==> src/rtl/module_counter_pkg.sv <==
// ---------------------------------------------------------------------------
// module_counter_pkg
// Shared definitions for the free-running prescaled counter.
//   COUNT_W         : width of the visible count value
//   count_t         : count value type
//   prescale_width  : prescaler register width for a given DIV,
//                     max(1, $clog2(DIV))
// No ports (package).
// ---------------------------------------------------------------------------
package module_counter_pkg;

  localparam int COUNT_W = 6;

  typedef logic [COUNT_W-1:0] count_t;

  // A DIV of 1 still needs a one-bit register, hence the floor of 1.
  function automatic int prescale_width(input int div);
    int w;
    w = $clog2(div);
    return (w < 1) ? 1 : w;
  endfunction

endpackage

==> src/rtl/module_counter_prescaler.sv <==
// ---------------------------------------------------------------------------
// module_counter_prescaler
// Counts 0..DIV-1 on every rising clk edge and flags the terminal count.
// Parameters:
//   DIV    : cycles per tick (>= 1)
// Ports:
//   clk    : in  clock, rising edge
//   rst    : in  asynchronous active-high reset
//   tick_o : out high for the one cycle in which the prescaler sits at DIV-1
// Optional: MODULE_COUNTER_ASSERT_EN adds a range assertion on the prescaler.
// ---------------------------------------------------------------------------
module module_counter_prescaler
  import module_counter_pkg::*;
#(
  parameter int DIV = 10
) (
  input  logic clk,
  input  logic rst,
  output logic tick_o
);

  localparam int PW = prescale_width(DIV);
  localparam logic [PW-1:0] TERM = PW'(DIV - 1);

  logic [PW-1:0] pre;

  // Free-running modulo-DIV counter; reset discards any partial period.
  always_ff @(posedge clk or posedge rst) begin
    if (rst) begin
      pre <= '0;
    end else if (pre == TERM) begin
      pre <= '0;
    end else begin
      pre <= pre + PW'(1);
    end
  end

  // The tick is decoded from the register so the consumer advances on the
  // very edge where the prescaler wraps.
  assign tick_o = (pre == TERM);

`ifdef MODULE_COUNTER_ASSERT_EN
  a_pre_range: assert property (@(posedge clk) disable iff (rst) pre <= TERM)
    else $error("prescaler exceeded DIV-1");
`endif

endmodule

==> src/rtl/module_counter.sv <==
// ---------------------------------------------------------------------------
// module_counter
// Six-bit free-running counter that advances once every DIV clock cycles and
// wraps 63 -> 0 silently. No enable, no load.
// Parameters:
//   DIV     : clock cycles per count step (>= 1, elaboration error otherwise)
// Ports:
//   clk     : in  clock, rising edge
//   rst     : in  asynchronous active-high reset (clears count and prescaler)
//   count_o : out current count, straight from a register
// Optional: MODULE_COUNTER_ASSERT_EN compiles embedded concurrent assertions.
// ---------------------------------------------------------------------------
module module_counter
  import module_counter_pkg::*;
#(
  parameter int DIV = 10
) (
  input  logic   clk,
  input  logic   rst,
  output count_t count_o
);

  if (DIV < 1) begin : g_div_check
    $error("module_counter: DIV must be at least 1");
  end

  logic tick;

  module_counter_prescaler #(
    .DIV (DIV)
  ) u_prescaler (
    .clk    (clk),
    .rst    (rst),
    .tick_o (tick)
  );

  // Count register: one step per prescaler tick, natural 6-bit wrap.
  always_ff @(posedge clk or posedge rst) begin
    if (rst) begin
      count_o <= '0;
    end else if (tick) begin
      count_o <= count_o + count_t'(1);
    end
  end

`ifdef MODULE_COUNTER_ASSERT_EN
  a_step_by_one: assert property (@(posedge clk) disable iff (rst)
      $changed(count_o) |-> (count_o == count_t'($past(count_o) + count_t'(1))))
    else $error("count_o changed by other than +1");

  a_step_on_tick: assert property (@(posedge clk) disable iff (rst)
      $changed(count_o) |-> $past(tick))
    else $error("count_o changed without a terminal-count tick");

  // This one has to look at reset itself, so it carries no disable clause.
  a_zero_in_reset: assert property (@(posedge clk) rst |-> (count_o == '0))
    else $error("count_o nonzero while reset is high");
`endif

endmodule

==> config.mk <==
export PLATFORM = sky130hd
export DESIGN_NAME = module_counter
export DESIGN_NICKNAME = d
export VERILOG_FILES = /design/src/rtl/module_counter_pkg.sv /design/src/rtl/module_counter_prescaler.sv /design/src/rtl/module_counter.sv
export SDC_FILE = /design/constraint.sdc
export NUM_CORES = 1
export LEC_CHECK = 0
export BUFFER_PORTS_ARGS = -buffer_cell sky130_fd_sc_hd__buf_2
export CELL_PAD_IN_SITES_DETAIL_PLACEMENT = 1
export CELL_PAD_IN_SITES_GLOBAL_PLACEMENT = 1
export CORE_MARGIN = 1
export CORE_UTILIZATION = 30
export CTS_CLUSTER_DIAMETER = 80
export DETAILED_ROUTE_END_ITERATION = 6
export PLACE_DENSITY_LB_ADDON = 0.1
export SYNTH_ARGS = -nofsm -noshare
export SYNTH_HDL_FRONTEND = slang
export SYNTH_SLANG_ARGS = --single-unit
==> constraint.sdc <==
create_clock -name clk -period 1.6 [get_ports clk]
set_input_delay 0.08 -clock clk [delete_from_list [all_inputs] [get_ports clk]]
set_output_delay 0.08 -clock clk [all_outputs]
set_load 0.01 [all_outputs]
; ---- Yosys cells after proc, flatten, opt, wreduce, memory -nomap -nowiden
; Index checks and enable logic that the tools add are counted.
[totals]
reg_bits = 10
input_bits = 2
out_inout_bits = 6
word_cells = 6
[classes]
n_addsub = 2
n_eq_ne = 1
muxes = 1
[op_table]
columns = operator, n
row1 = 6-bit by 1-bit adder with 6-bit output (second input constant), 1
row2 = 4-bit by 1-bit adder with 4-bit output (second input constant), 1
row3 = 4-bit == test (second input constant), 1
row4 = 4-bit 2-to-1 mux, 1

; ---- Logic depth before layout (Yosys ltp)
[logic_depth]
word_depth = 2
mapped_depth = 4
ltp_nobuf = 3

; ---- Modules after synthesis
; From an unflattened synthesis, not the netlist that was laid out.
[hier_totals]
cells_unflattened = 35
hier_area_um2 = 429.2
[by_module_without_submodules]
columns = mod, n_inst, cells_each, area_per_inst_um2, seq_area_each_um2
row1 = module_counter, 1, 19, 254.0, 150.1
row2 = module_counter_prescaler, 1, 16, 175.2, 100.1

; ---- Least setup slack after synthesis
; OpenSTA, ideal clock, no wires.
[synth_timing]
path_type = register -> register
start = register u_prescaler.pre[1]
end = register count_o[1]
t_arrival_ns = 1.170
t_required_ns = 1.475
slack_ns = 0.305
path_stages_with_launch = 4
path_buffers = 1
synth_period_minus_slack_ns = 1.295
cell_sequence = dfrtp_1 nor4bb_1 clkbuf_2 mux2_2
[synth_between]
elab_chain_len = 1
[synth_lines]
columns = element, line
row1 = from (decl), module_counter_prescaler.sv:25  ; logic [PW-1:0] pre;
row2 = from (signal assigned), module_counter_prescaler.sv:34  ; pre <= pre + PW'(1);
row3 = 4-bit == test, module_counter_prescaler.sv:40  ; assign tick_o = (pre == TERM);
row4 = to (signal assigned), module_counter.sv:42  ; count_o <= count_o + count_t'(1);
row5 = to (decl), module_counter.sv:20  ; output count_t count_o
; No other way between the ends.
; A chain may end at the register's enable or synchronous reset.

; ---- Final worst setup path
; Ends and elaborated chain as after synthesis.

==> results.sh <==
export IMPL_worstPathMaxFanout=6
export IMPL_period_share_pct=84.1
export IMPL_fp_dieArea_mm2=0.00159
export IMPL_yosysWarningCount=0
export IMPL_clock_latency_ns=0.25
export IMPL_layout_setup_ws_ns=0.255
export IMPL_setup_tns_ns=0
export IMPL_rows=13
export IMPL_grt_pass1_vias=287
export IMPL_dpl_cell_area_um2=487
export IMPL_synth_cells=35
export IMPL_fin_crit_ns=1.35
export IMPL_syn_nets=38
export IMPL_grt_max_degree=11
export IMPL_grt_pass1_wl_um=1310
export IMPL_io_pins=8
export IMPL_worst_pin_slew_ns=0.377
export IMPL_dp_final_hpwl_um=550
export IMPL_leakage_nw=0.270
export IMPL_io_buffers=7
export IMPL_core_mm2=0.00132
export IMPL_syn_to_final_growth_pct=20.6
export IMPL_synthArstFlopShare_pct=100
export IMPL_cts_tree="yes"
export IMPL_drive_above_1_share_pct=30.4
export IMPL_cap_viol_max_count=0
export IMPL_final_hold_viol_count=0
export IMPL_slew_violations=0
export IMPL_drt_first_pass_iters=3
export IMPL_synth_seq_cells=10
export IMPL_drc=0
export IMPL_p_per_area_mw_per_mm2=819
export IMPL_ir_drop_v=0.000586
export IMPL_synth_top_area_share_pct=58.1
export IMPL_antenna_found_initial=0
export IMPL_grt_overflow=0
export IMPL_viasPerCell=4.66
export IMPL_yosysMostFrequentCell="dfrtp_1"
export IMPL_finalInstanceArea_um2=519
export IMPL_setup_viol=0
export IMPL_fillers=150
export IMPL_antenna_cells=0
export IMPL_crit_required_ns=1.74
export IMPL_htree_levels=1
export IMPL_worstPathArrival_ns=1.49
export IMPL_cp_start_kind="flip-flop"
export IMPL_fp_dieW_um=39.9
export IMPL_synth_cell_types=15
export IMPL_place_gp_congestion=0.593
export IMPL_hp_class="in -> async"
export IMPL_wire_per_inst_um=11.9
export IMPL_die_y_um=39.9
export IMPL_ys_seq_area_share_pct=58.1
export IMPL_routed_wl_um=728
export IMPL_clock_sinks=10
export IMPL_synth_edf_count=0
export IMPL_relSlewSlack_pct=74.9
export IMPL_ys_flop_type="dfrtp_1"
export IMPL_clkTransAtPathRegs_ns=0.06
export IMPL_cp_end_kind="flip-flop"
export IMPL_numCtsBuffers=3
export IMPL_vias=284
export IMPL_timing_fmax_ghz=0.743
export IMPL_avgSynthCellArea_um2=12.3
export IMPL_finalClockSkew_ns=0.00175
export IMPL_rsz0062_at_grt="false"
export IMPL_pre_cts_slack_ns=0.243
export IMPL_final_nets=51
export IMPL_root_buffer="clkbuf_4"
export IMPL_syn_area_um2=430
export IMPL_antenna_violating_nets_post_route=0
export IMPL_start_util_pct=32.7
export IMPL_synth_area_leaders="dfrtp_1 (58%), xnor2_1 (10%), mux2_2 (5.2%)"
export IMPL_drt_iter0_drc=3
export IMPL_grt_usage_pct=12.9
export IMPL_synth_largest_area_cell="dfrtp_1"
export IMPL_status="finished clean"
export IMPL_postCtsResizedCells=0
export IMPL_criticalPathCategory="reg -> reg"
export IMPL_cts_buffer_depth=2
export IMPL_synthTopCellsByCount="dfrtp_1 (10), xnor2_1 (5), inv_1 (3), nand2_1 (3), nand4_1 (3)"
-- placed cells by master (no fill, tap or decap), types with 2 or more instances in the layout --
cell      Yosys  final
dfrtp_1      10     10
buf_2         0      7
xnor2_1       5      5
nand4_1       3      3
nand2_1       3      3
inv_1         3      3
clkbuf_4      0      3
mux2_2        2      2
-- path summary, 6_finish.rpt --
kind                                    start                 end  slack [ns]  cells past startpoint
hold / removal                            rst          count_o[4]        0.34                      3
setup / recovery           u_prescaler.pre[1]          count_o[1]        0.25                      3
setup reg to reg           u_prescaler.pre[1]          count_o[1]        0.25                      3
hold reg to reg                    count_o[5]          count_o[5]        0.47                      1
max in group asynchronous                 rst  u_prescaler.pre[0]        0.99                      3
min in group clk                   count_o[5]          count_o[5]        0.47                      1
-- cell families (layout without fill, tap and decap cells) --
| group | Yosys count | in the layout | share of synthesized area (%) |
|---|---|---|---|
| muxes | 3 | 3 | 7.56 |
| xor gates and xnor gates | 6 | 6 | 12.2 |
| buffers and inverters | 4 | 15 | 3.78 |
| and+or+nand+nor | 8 | 8 | 10.8 |
| DFF | 10 | 10 | 58.1 |
| AOI/OAI and AO/OA | 3 | 3 | 4.65 |
| adders and majority gates | 1 | 1 | 2.91 |
-- final cells by class --
type                       count  area [um2]  share of cell area (%)
multi-input combinational     21         164                    31.6
tap                           15        18.8                    3.61
timing repair buffer           9        52.6                    10.1
inverter                       3        11.3                    2.17
clock buffer                   3        22.5                    4.34
sequential                    10         250                    48.2
-- where the power goes --
part	internal (W)	switching [W]	total (W)
registers	0.000253	0	0.000253
clock network	0.0000865	0.0000782	0.000165
logic	0.00000260	0.00000520	0.00000780
total	0.000342	0.0000834	0.000425
-- metrics by stage --
stage	std cells	total power, W	util [%]	hold WS [ns]
detailed placement	57	0.000264	36.9	0.0736
global route	61	0.000447	39.4	0.362
global placement	57	0.000264	36.9	0.0634
finish	61	0.000425	39.4	0.339
CTS	61	0.000434	39.4	0.343
floorplan	35	0.000261	-	-0.0798
-- per-layer routing --
| metal | part of all wire (%) | global-route usage (%) |
|---|---|---|
| met3 | 4.7 | 6.82 |
| met2 | 47 | 18.1 |
| met4 | 0 | 2.59 |
| met1 | 49 | 17.1 |
| met5 | 0 | 0 |
-- state kept, by name, summed over array words and instances (netlist names) --
signal and flops:
u_prescaler.pre 4, count_o 6
-- critical path, stage by stage (launching register included) --
cell	delay (ns)
dfrtp_1	0.42
nor4bb_1	0.29
buf_4	0.19
mux2_2	0.33
-- what timing repair did --
item / 4_1_cts / 5_1_grt
hold buffers: 1 / 0
endpoints found under the hold margin: 10 / 0
setup endpoints to repair: 0 / 0
setup buffers: 0 / 0
Note: power is estimated with default switching activity, not from simulation.
